**config.mk**
```make
export PLATFORM = sky130hd
export DESIGN_NAME = serial_sub4
export DESIGN_NICKNAME = d
export VERILOG_FILES = /design/src/rtl/serial_sub4_pkg.sv /design/src/rtl/serial_sub4_full_sub.sv /design/src/rtl/serial_sub4.sv
export SDC_FILE = /design/constraint.sdc
export NUM_CORES = 1
export LEC_CHECK = 0
export CAP_MARGIN = 30
export CELL_PAD_IN_SITES_DETAIL_PLACEMENT = 1
export CELL_PAD_IN_SITES_GLOBAL_PLACEMENT = 1
export CORE_AREA = 2 2 53 55
export CTS_BUF_LIST = sky130_fd_sc_hd__clkbuf_2 sky130_fd_sc_hd__clkbuf_4 sky130_fd_sc_hd__clkbuf_8
export DETAILED_ROUTE_END_ITERATION = 16
export DIE_AREA = 0 0 55 57
export GPL_TIMING_DRIVEN = 0
export PLACE_DENSITY_LB_ADDON = 0.3
export SLEW_MARGIN = 20
export SYNTH_ARGS = -nofsm -noshare
export SYNTH_HDL_FRONTEND = slang
export SYNTH_SLANG_ARGS = --single-unit
```
**constraint.sdc**
```tcl
create_clock -name clk -period 1.7 [get_ports clk]
set_clock_uncertainty 0.15 [all_clocks]
set_input_delay 0.34 -clock clk [delete_from_list [all_inputs] [get_ports clk]]
set_output_delay 0.34 -clock clk [all_outputs]
set_load 0.03 [all_outputs]
```
**src/rtl/serial_sub4_pkg.sv**
```systemverilog
// Shared types and constants for the bit-serial subtractor.
// Optional OVF output is enabled with SERIAL_SUB4_OVF_EN.
package serial_sub4_pkg;

   typedef enum logic [1:0] {
      IDLE = 2'd0,
      RUN  = 2'd1,
      DONE = 2'd2
   } state_t;

   localparam int DEF_WIDTH = 4;

   function automatic int cnt_width(input int w);
      return (w > 1) ? $clog2(w) : 1;
   endfunction

   localparam int CNT_W = cnt_width(DEF_WIDTH);

endpackage

```
**src/rtl/serial_sub4_full_sub.sv**
```systemverilog
// One-bit combinational full subtractor: d = a - b - bin.
module full_sub (
   input  logic a,
   input  logic b,
   input  logic bin,
   output logic d,
   output logic bout
);

   assign d    = a ^ b ^ bin;
   assign bout = (~a & b) | (~(a ^ b) & bin);

endmodule

```
**src/rtl/serial_sub4.sv**
```systemverilog
// Bit-serial subtractor D = A - B, LSB first, valid/ready on both sides.
// Define SERIAL_SUB4_OVF_EN to add the signed-overflow output OVF.
module serial_sub4
   import serial_sub4_pkg::*;
#(
   parameter int WIDTH = DEF_WIDTH
) (
   input  logic             clk,
   input  logic             rst_n,
   input  logic             in_valid,
   output logic             in_ready,
   input  logic [WIDTH-1:0] A,
   input  logic [WIDTH-1:0] B,
   output logic             out_valid,
   input  logic             out_ready,
   output logic [WIDTH-1:0] D,
`ifdef SERIAL_SUB4_OVF_EN
   output logic             BOUT,
   output logic             OVF
`else
   output logic             BOUT
`endif
);

   localparam int CW = cnt_width(WIDTH);
   localparam logic [CW-1:0] LAST = CW'(WIDTH - 1);

   state_t           state;
   state_t           nxt;
   logic [WIDTH-1:0] a_sh;
   logic [WIDTH-1:0] b_sh;
   logic [WIDTH-2:0] res;
   logic [WIDTH-1:0] res_nxt;
   logic [CW-1:0]    cnt;
   logic             br;
   logic             d_bit;
   logic             br_nxt;
   logic             accept;
   logic             last;

   full_sub u_fs (
      .a    (a_sh[0]),
      .b    (b_sh[0]),
      .bin  (br),
      .d    (d_bit),
      .bout (br_nxt)
   );

   assign accept  = (state == IDLE) && in_valid;
   assign last    = (state == RUN) && (cnt == LAST);
   assign res_nxt = {d_bit, res};

   always_ff @(posedge clk or negedge rst_n) begin
      if (!rst_n) state <= IDLE;
      else        state <= nxt;
   end

   always_comb begin
      nxt       = state;
      in_ready  = 1'b0;
      out_valid = 1'b0;
      unique case (state)
         IDLE: begin
            in_ready = 1'b1;
            if (in_valid) nxt = RUN;
         end
         RUN: begin
            if (cnt == LAST) nxt = DONE;
         end
         DONE: begin
            out_valid = 1'b1;
            if (out_ready) nxt = IDLE;
         end
         default: nxt = IDLE;
      endcase
   end

   always_ff @(posedge clk or negedge rst_n) begin
      if (!rst_n) begin
         a_sh <= '0;
         b_sh <= '0;
         res  <= '0;
         cnt  <= '0;
         br   <= 1'b0;
      end else if (accept) begin
         a_sh <= A;
         b_sh <= B;
         res  <= '0;
         cnt  <= '0;
         br   <= 1'b0;
      end else if (state == RUN) begin
         a_sh <= a_sh >> 1;
         b_sh <= b_sh >> 1;
         res  <= res_nxt[WIDTH-1:1];
         cnt  <= cnt + 1'b1;
         br   <= br_nxt;
      end
   end

   // Result registers only move on the final RUN bit.
   always_ff @(posedge clk or negedge rst_n) begin
      if (!rst_n) begin
         D    <= '0;
         BOUT <= 1'b0;
      end else if (last) begin
         D    <= res_nxt;
         BOUT <= br_nxt;
      end
   end

`ifdef SERIAL_SUB4_OVF_EN
   logic a_msb;
   logic b_msb;

   always_ff @(posedge clk or negedge rst_n) begin
      if (!rst_n) begin
         a_msb <= 1'b0;
         b_msb <= 1'b0;
         OVF   <= 1'b0;
      end else begin
         if (accept) begin
            a_msb <= A[WIDTH-1];
            b_msb <= B[WIDTH-1];
         end
         if (last) OVF <= (a_msb != b_msb) && (d_bit != a_msb);
      end
   end
`endif

endmodule

```
Word level (Yosys, flattened, before mapping)
Cells that the tools add are included.
{"block": "totals", "regBits": 21, "in_bits": 12}
{"block": "op_classes", "addsub": 1, "n_eq_ne": 6, "mux": 16, "bitwise": 7, "n_reduce_logical": 5}
{"cell": "4-bit two-way mux", "n": 4}
{"cell": "2-bit two-way mux", "n": 5}
{"cell": "3-bit two-way mux", "n": 2}
{"cell": "2-bit != test (second input constant)", "n": 3}
{"cell": "2-bit one-hot mux with 3 select lines", "n": 1}
{"cell": "2-bit equality test (second input constant)", "n": 2}
{"cell": "1-bit two-way mux", "n": 4}
{"cell": "3-bit AND reduction", "n": 1}
{"cell": "2-bit by 1-bit adder with 2-bit output (second input constant)", "n": 1}
{"cell": "1-bit AND", "n": 2}
{"cell": "2-bit by 1-bit equality test with 1-bit output (second input constant)", "n": 1}
{"cell": "1-bit logical AND", "n": 2}
{"cell": "2-bit logical NOT", "n": 1}
{"cell": "1-bit NOT", "n": 2}
{"cell": "2-bit nonzero test", "n": 1}
{"cell": "1-bit XOR", "n": 2}
{"cell": "1-bit OR", "n": 1}

Longest topological paths before layout
Gate-level depths: netlist of the first run.
{"block": "depth", "ltp_word": 6, "ltp_mapped": 4, "ltp_nobuf": 4}

Modules after synthesis
A second synthesis of the first run with hierarchy kept.
{"block": "hier_totals", "hier_cells": 68, "area_unflattened_um2": 980.9}
{"mod": "serial_sub4", "instances": 1, "cells_per_inst": 64, "area_per_inst_um2": 949.7, "seq_area_each_um2": 525.5}
{"mod": "full_sub", "instances": 1, "cells_per_inst": 4, "area_per_inst_um2": 31.3, "seq_area_each_um2": 0.0}

Least setup slack after synthesis of the first run
OpenSTA, ideal clock, no wires.
{"block": "synth_path", "kind": "register -> output", "from": "register state[1]", "to": "output port out_valid", "arrival_ns": 1.064, "setup_slack_ns": 0.146, "stages_incl_launch_ff": 4, "n_path_buf": 1, "cell_sequence": "dfrtp_1 buf_2 inv_2 nor2_1"}
{"block": "synth_between", "elab_chain_len": 2}
{"item": "from (decl)", "line_no": "serial_sub4.sv:28", "rtl": "state_t state;"}
{"item": "from (signal assigned)", "line_no": "serial_sub4.sv:55", "rtl": "else state <= nxt;"}
{"item": "2-bit equality test", "line_no": "serial_sub4.sv:62", "rtl": "unique case (state)"}
{"item": "1-bit two-way mux", "line_no": "serial_sub4.sv:62"}
{"item": "to (decl)", "line_no": "serial_sub4.sv:14", "rtl": "output logic out_valid,"}
Every way passes these cells.

Final worst setup path of the first run
Ends and elaborated chain as after synthesis.

==> results_dict.tcl, run 1 <==
set metrics [dict create \
    irDropWorstVdd_v 0.000946 \
    ys_seq_area_frac 0.545 \
    drc 0 \
    setup_tns_ps 0 \
    die_x_um 55 \
    path_max_fanout 6 \
    regArea_um2 527 \
    grt.total_usage 0.150 \
    synth_common_cells "dfrtp_1 (21), inv_1 (9), mux2_2 (6)" \
    relSlewSlack 0.629 \
    critical_path.cell_chain "buf_6 -> inv_4 -> nor2_4 -> buf_6" \
    preCtsSetupSlack_ps -348 \
    antenna_found_initial 0 \
    ys_ff_latch 21 \
    synthArstFlopShare 1.00 \
    maxCapViolations 0 \
    dieArea_mm2 0.00314 \
    fillers 288 \
    power_mw 2.52 \
    synthFlopType "dfrtp_1" \
    worst_path_max_delay_cell "dfrtp_2" \
    syn_avg_cell_area_um2 12.5 \
    die_h_um 57 \
    crit_path_end_kind "output port" \
    antenna_cells 0 \
    wl_per_cell_um 16.1 \
    hold_violations 0 \
    finalSetupViolCount 0 \
    critical_path.top_delay_family "flip-flops" \
    start_util 0.369 \
    htreeDepth 1 \
    vias 736 \
    drive_gt1_frac 0.294 \
    place_congestion 0.762 \
    pin_count 19 \
    final_util 0.501 \
    cts_tree "built" \
    yosysMostFrequentCell "dfrtp_1" \
    synth_cell_types 22 \
    setup_ws_ps 47.0 \
    cp.arrival_ps 1160 \
    cpPeakStageDelay_ps 440 \
    area_growth_pct 35.8 \
    synthCells 77 \
    ys_top_cells_by_area "dfrtp_1 (54%), mux2_2 (7.0%), a22o_1 (4.5%)" \
    synth_top_area_share 0.545 \
    grt_pass1_vias 741 \
    fin_crit_ps 1650 \
    routed_wl_um 2250 \
    drt_iter0_markers 19 \
    rows 19 \
    postRouteAntennaNets 0 \
    clock-sinks 21 \
    hpwlAfterDp_um 1470 \
    status "finished clean" \
    synth-edff-count 0 \
    gr-total-overflow 0 \
    cp.required_ps 1210 \
    syn_nets 91 \
    multi_input_area_um2 372 \
    core_area_mm2 0.00262 \
    start_kind "flip-flop" \
    period_share 0.972 \
    drt-pass1-iter-count 4 \
    slew_viol_final 0 \
    grt_first_pass_wirelength_um 3440 \
    viasPerCell 5.26 \
    worst-path-buf-inv 3 \
    cts_root_buffer "clkbuf_4" \
    syn_area_um2 965 \
    cts_made_buffers 3 \
    max_freq_mhz 605 \
    final_nets 124 \
    grt_max_degree 22 \
    worst_pin_slew_ps 554 \
    crit_top_cell "buf_6" \
    power_leakage_nw 0.615 \
    clkLatencyLatePin_ps 300 \
    clk_pin_slew_ps 120 \
    synth_top_area_cell "dfrtp_1" \
    clock_path_buffers 2 \
    port_buffers 18 \
    ys_warn_count 0 \
    power_density_mw_per_mm2 1930 \
    hp-class "primary input to asynchronous set/reset pin" \
    critPathKind "flip-flop to output port" \
]
final timing paths:
kind,from,end,slack [ps],cells after the start
max reg2reg,state[0],b_sh[0],130,5
max,state[1],out_valid,50,4
min,rst_n,b_sh[3],240,1
max in group asynchronous,rst_n,state[1],670,2
min reg2reg,a_sh[3],a_sh[3],360,1
min in group clk,a_sh[3],a_sh[3],360,1
logic make-up (layout without fill, tap and decap cells):
logic type | Yosys count | in the layout | synth area share
compound gates | 16 | 16 | 0.143
fa+ha+maj | 2 | 2 | 0.0337
buf+inv | 15 | 47 | 0.0778
flops | 21 | 21 | 0.545
mux | 6 | 6 | 0.0700
simple gates | 17 | 17 | 0.131
what timing repair did:
item / in CTS / in global routing
setup buffers: 0 / 9
resized for setup: 24 / 2
setup endpoints to repair: 7 / 1
hold buffers: 0 / 0
pin swaps: 1 / 1
hold endpoints to repair: 0 / 0
power breakdown:
part,internal (mW),leakage [nW],switching (mW)
Sequential,0.735,0.258,0.136
Combinational,0.688,0.338,0.711
Clock,0.107,0.0184,0.145
cell usage in the layout, fill, tap and decap left out, types with 3 or more instances in the layout:
cell type / synthesis / layout
clkdlybuf4s50_1: 0 / 11
dlygate4sd2_1: 0 / 5
mux2_2: 6 / 6
clkbuf_4: 0 / 4
a22o_1: 5 / 5
dfrtp_1: 21 / 20
inv_1: 9 / 9
a211oi_1: 4 / 4
nor4b_1: 4 / 4
buf_6: 2 / 5
nor2_1: 4 / 3
buf_4: 0 / 9
nor3b_1: 5 / 5
routing by layer:
layer,routed length [µm],vias up,GRT usage
li1,-,339,-
met1,1020,386,0.219
met2,1170,11,0.235
met3,62,0,0.0236
met4,0,0,0.0314
met5,0,-,0
cell type report:
cell class	count	area share
Buffer	5	0.0411
Clock buffer	4	0.0229
Inverter	10	0.0306
Multi-Input combinational cell	41	0.284
Sequential cell	21	0.402
Tap cell	31	0.0296
Timing Repair Buffer	28	0.190
metrics by stage:
step	hold WS, ps	area [µm²]	std cells
finish	236	1310	140
global route	264	1310	140
CTS	363	1220	130
detailed placement	338	1180	126
global placement	331	1180	126
floorplan	-106	965	77
flip-flops by register name, summed over array words and instances (netlist names):
| signal | flops |
|---|---|
| res | 3 |
| state | 2 |
| br | 1 |
| b_sh | 4 |
| cnt | 2 |
| a_sh | 4 |
| D | 4 |
| BOUT | 1 |
worst register-to-register path, delay by kind of cell (launching register included):
family,cells,cell delay [ps]
compound gates,2,340
buf+inv,3,570
flops,1,390
No activity file was read; power rests on OpenSTA's default activity.
==> run 2: changes to the inputs <==
- CORE_AREA: 2 2 53 55 -> 2 2 64 66
- DIE_AREA: 0 0 55 57 -> 0 0 66 68
==> results_dict.tcl, run 2 (same netlist as run 1, synthesis figures left out) <==
set metrics [dict create \
    place_congestion 0.718 \
    wl_per_cell_um 14.2 \
    drc 0 \
    status "finished clean" \
    power_mw 2.43 \
    clkLatencyLatePin_ps 250 \
    grt.total_usage 0.110 \
    dieArea_mm2 0.00449 \
    start_kind "flip-flop" \
    cp.required_ps 1210 \
    rrSetupSlack_ps 220 \
    final_common_cell "dfrtp_1" \
    grt_pass1_vias 778 \
    clock-sinks 21 \
    post_cts_resize_count 18 \
    r2r_cells 3 \
    critPathCapture "out_valid" \
    cts_root_buffer "clkbuf_8" \
    antenna_found_initial 0 \
    grt_first_pass_wirelength_um 3770 \
    cts_setup_buffers 0 \
    final_cell_mix "dfrtp_1 (20), clkdlybuf4s50_1 (10), inv_1 (9), buf_6 (6), mux2_2 (6)" \
    cp.arrival_ps 1140 \
    grt_max_degree 22 \
    power_density_mw_per_mm2 1900 \
    pin_count 19 \
    path_max_fanout 10 \
    max_freq_mhz 614 \
    area_growth_pct 32.8 \
    antenna_cells 0 \
    viasPerCell 4.56 \
    fin_crit_ps 1630 \
    cts_tree "built" \
    worst_pin_slew_ps 326 \
    postRouteAntennaNets 0 \
    hpwlAfterDp_um 1580 \
    power_leakage_nw 0.585 \
    slew_viol_final 0 \
    cts_made_buffers 3 \
    top_regs "D x4, a_sh x4, b_sh x4" \
    period_share 0.957 \
    die_x_um 66 \
    drt-pass1-iter-count 4 \
    maxCapViolations 0 \
    reg2reg_to "b_sh[0]" \
    start_util 0.250 \
    hp-class "primary input to asynchronous set/reset pin" \
    rows 23 \
    crit_path_end_kind "output port" \
    multi_input_area_um2 372 \
    r2r-start "state[1]" \
    final_nets 115 \
    relSlewSlack 0.782 \
    clock_path_buffers 2 \
    clk_pin_slew_ps 80 \
    vias 684 \
    core_area_mm2 0.00386 \
    postCtsHoldBufs 0 \
    die_h_um 68 \
    gr-total-overflow 0 \
    critPathKind "flip-flop to output port" \
    irDropWorstVdd_v 0.000729 \
    final_util 0.332 \
    fillers 454 \
    finalSetupViolCount 0 \
    drive_gt1_frac 0.230 \
    drt_iter0_markers 34 \
    routed_wl_um 2130 \
    htreeDepth 1 \
    hold_violations 0 \
    startpoint "state[1]" \
    holdWs_ps 167 \
    port_buffers 18 \
    regArea_um2 527 \
]
[run 2: final cells by class]
class                           instances  share of cell area
Sequential cell                        21               0.411
Multi-Input combinational cell         41               0.290
Timing Repair Buffer                   19               0.144
Tap cell                               50              0.0488
Buffer                                  5              0.0391
Clock buffer                            4              0.0381
Inverter                               10              0.0293
[run 2: power by group]
part           switching (mW)  total, mW  internal (mW)
registers               0.137      0.874          0.737
clock network           0.153      0.335          0.182
logic                   0.651       1.22          0.570
[run 2: how the worst min path moves through the flow]
stage,from,endpoint,slack (ps)
after floorplan,rst_n,BOUT,-110
after global placement,res[0],res[0],330
final,rst_n,b_sh[0],170
after global routing,rst_n,b_sh[0],180
after detailed placement,br,br,340
after CTS,D[0],D[0],360
[run 2: stage by stage]
step                      cell area [µm²]  cells  setup slack [ps]  setup TNS (ps)
after CTS                            1260    149             0.286               0
after floorplan                       965     77               146               0
after global routing                 1280    150             -15.6           -15.6
after global placement               1210    145              -357           -2370
final                                1280    150              72.3               0
after detailed placement             1210    145              -343           -2740
[run 2: worst max-delay path: stages, from the launching register on]
cell     delay, ps
dfrtp_2        430
buf_6          160
inv_2           60
nor2_4         100
buf_6          130
[run 2: routing by layer]
layer  vias to the layer above  GRT usage  wire length (µm)
met2                        12      0.181              1040
li1                        319          -                 -
met1                       353      0.152              1030
met4                         0     0.0230                 0
met5                         -          0                 0
met3                         0     0.0230                73
